$ cat config.mk
export PLATFORM = sky130hd
export DESIGN_NAME = arbiter_main
export DESIGN_NICKNAME = d
export VERILOG_FILES = /design/src/rtl/arbiter_main.sv
export SDC_FILE = /design/constraint.sdc
export NUM_CORES = 1
export LEC_CHECK = 0
export ABC_AREA = 1
export CORE_AREA = 2 2 39 41
export DETAILED_ROUTE_END_ITERATION = 8
export DIE_AREA = 0 0 41 43
export PLACE_DENSITY = 0.77
export SETUP_SLACK_MARGIN = 0.4
export SLEW_MARGIN = 20
export SYNTH_ARGS = -nofsm -noshare
export SYNTH_HDL_FRONTEND = slang
export SYNTH_SLANG_ARGS = --single-unit
$ cat constraint.sdc
create_clock -name vclk -period 3.52
set_input_delay 1.056 -clock vclk [all_inputs]
set_output_delay 1.056 -clock vclk [all_outputs]
set_load 0.005 [all_outputs]
$ cat src/rtl/arbiter_main.sv
// 16-way single-grant priority arbiter: one-hot grant plus binary index (16 = no request).
// Define ARBITER_ROUND_ROBIN_EN for a rotating-priority pointer; default is fixed priority, bit 0 first.
module arbiter_main (
    input  logic        CLK,
    input  logic        RESET,
    input  logic [15:0] ready,
    output logic [15:0] grant,
    output logic [4:0]  granted
);

    // Index of the lowest set bit, or 16 when the vector is empty.
    function automatic logic [4:0] lowest_index(input logic [15:0] v);
        logic [4:0] idx;
        idx = 5'd16;
        for (int i = 15; i >= 0; i--) begin
            if (v[i]) idx = 5'(i);
        end
        return idx;
    endfunction

`ifdef ARBITER_ROUND_ROBIN_EN

    logic [3:0]  ptr;
    logic [15:0] rot;
    logic [4:0]  first;

    // Rotate so that ptr lands on bit 0, pick the lowest, then rotate the index back.
    always_comb begin
        rot = '0;
        for (int i = 0; i < 16; i++) begin
            rot[i] = ready[4'(i) + ptr];
        end
        first = lowest_index(rot);
        if (first[4]) begin
            granted = 5'd16;
        end else begin
            granted = {1'b0, first[3:0] + ptr};
        end
    end

    always_ff @(posedge CLK or negedge RESET) begin
        if (!RESET) begin
            ptr <= 4'd0;
        end else if (!granted[4]) begin
            ptr <= granted[3:0] + 4'd1;
        end
    end

`else

    logic unused_clk_rst;
    assign unused_clk_rst = CLK ^ RESET;

    always_comb begin
        granted = lowest_index(ready);
    end

`endif

    always_comb begin
        grant = '0;
        if (!granted[4]) grant[granted[3:0]] = 1'b1;
    end

endmodule

==> metrics.csv <==
metric,value,unit
drive_gt1_frac,0.689,
grt_pass1_vias,738,
critPathTopFamily,simple AND/OR/NAND/NOR gates,
post-route-period-util,0.990,
drc_errors,0,
crit_path_cell_trace,buf_6 > or2_4 > nand3_2 > nand3_2 > nand3_1 > a31oi_1 > nor2_1 > nor2_4 > buf_6 > inv_6 > nand3_4 > nor2_1 > buf_2,
drt_first_iter_violations,7,
slew_viol_final,0,
wirelength,1.95,mm
place.gp.congestion,0.754,
cp_max_fo,4,
outcome,completed,
max_freq,287,MHz
yosysWarningCount,0,
slew_headroom,0.831,
layout.nets,168,
crit_start,ready[15],
clkbuf_count,0,
grt_start_max_net_pins,6,
wire_per_inst,11.9,um
antennaDiodeCount,0,
die_area,1760,um2
holdCritPathClass,primary input to primary output,
peakVddDrop,0.0000565,V
cp_slowest_cell,or2_4,
powerDensity,92.4,nW/um2
startpoint_type,primary input,
synth_cells,80,
cp_num_buf_inv,4,
finalWorstSetupSlack,34.8,ps
crit_required,2460,ps
initial_utilization,0.249,
grt_pass1_wl,2.90,mm
rsz0062_at_grt,yes,
syn_area_per_cell,4.30,um2
ant_nets,0,
regArea,0,um2
dr.pass1.iters,4,
routed-via-count,737,
total_power,99.4,uW
max_cap_violations,0,
gr-total-overflow,0,
leakagePower,0.598,nW
viasPerCell,4.49,
antenna_found_initial,0,
seq_cell_count,0,
synth_nets,98,
fp.dieH,43,um
post-place-ws,-593,ps
rows,14,
synth_area,344,um2
worst-setup-path-type,primary input to primary output,
boundaryPins,39,
critPathMaxStageDelay,250,ps
hp-start,ready[13],
portBuffers,37,
cp_data_arrival_time,2430,ps
post-route-min-period,3490,ps
hold_viol,0,
area_delta_synth_final,213,%
cp-end-kind,primary output,
finalSetupViolations,0,
ys_types,16,
yosysSeqAreaShare,0,
hpwlAfterDp,1.10,mm
grtUsageTotal,0.222,
tightest_slew,251,ps
core,1380,um2
die_w,41,um
[cells in the final DEF, fill, tap and decap left out]
master | synthesis | final
a21oi_1 | 1 | 1
nand3_4 | 0 | 2
or2_4 | 0 | 1
nor4_2 | 0 | 1
clkdlybuf4s15_1 | 0 | 7
buf_2 | 0 | 20
buf_4 | 0 | 22
nand2_2 | 5 | 5
inv_1 | 21 | 12
a31oi_1 | 1 | 1
nand2_4 | 0 | 5
inv_2 | 1 | 8
nand2_1 | 19 | 14
nor2_4 | 0 | 6
nor3_4 | 0 | 1
nor3_2 | 0 | 1
inv_4 | 0 | 1
nand3_1 | 5 | 1
nand3_2 | 1 | 3
nand4_1 | 1 | 1
inv_6 | 0 | 1
buf_6 | 0 | 14
clkdlybuf4s50_1 | 0 | 1
nor2_1 | 18 | 5
nor2_2 | 1 | 8
and3_1 | 1 | 1
clkdlybuf4s15_2 | 0 | 2
dlygate4sd2_1 | 0 | 2
clkbuf_2 | 0 | 1
[area by class of cell]
cell class,instances,area [um2]
fill,109,308
timing repair buffer,69,548
inverter,22,90.1
multi-input combinational,57,418
tap,16,20.0
[stage by stage]
stage                     instances  hold slack [ps]  area [um2]   util  setup TNS [ps]
after floorplan                  80             2190         344      -               0
after CTS                       164             2570         977  0.706               0
after global placement          147             2970         843  0.609           -9600
after detailed placement        147             2980         843  0.609          -10030
final                           164             2530        1080  0.778               0
after global routing            164             2550        1080  0.778            -635
[metal layers]
metal | vias up | GRT usage | share of wire
li1 | 374 | - | -
met1 | 337 | 0.237 | 0.34
met2 | 22 | 0.438 | 0.60
met3 | 4 | 0.0157 | 0.040
met4 | 0 | 0.0267 | 0.017
met5 | - | 0 | 0
[tightest hold or removal path, delay by kind of cell]
family / cells / cell delay, ps
and+or+nand+nor: 2 / 210
buffers and inverters: 2 / 210
[kinds of logic (layout without fill, tap and decap cells)]
group,after synthesis,after routing,synth area share
AOI/OAI and AO/OA,2,2,0.0327
buffers and inverters,23,91,0.251
and+or+nand+nor,55,55,0.716
[what timing repair did]
action | in CTS | in global routing
hold buffers | 0 | 0
setup buffers | 17 | 0
endpoints found under the setup margin | 20 | 20
resized for setup | 149 | 36
pin swaps | 29 | 24
[power by group]
part / internal [mW] / total (mW) / switching (mW) / leakage, nW
clock network: 0 / 0 / 0 / 0
logic: 0.0525 / 0.0994 / 0.0469 / 0.598
registers: 0 / 0 / 0 / 0
[path summary, 6_finish.rpt]
path / to / cells after the start / slack (ps)
max: grant[1] / 13 / 30
min: granted[4] / 4 / 2530
[synthesized netlist by cell type]
library cell	instances	area share
a21oi_1	1	0.015
a31oi_1	1	0.018
and3_1	1	0.018
clkbuf_1	1	0.011
inv_1	21	0.23
inv_2	1	0.011
nand2_1	19	0.21
nand2_2	5	0.091
nand3_1	5	0.073
nand3_2	1	0.029
nand4_1	1	0.018
nor2_1	18	0.20
nor2_2	1	0.018
nor3_1	2	0.029
nor4_1	1	0.018
or2_1	1	0.018
(Power assumes the default switching activity.)
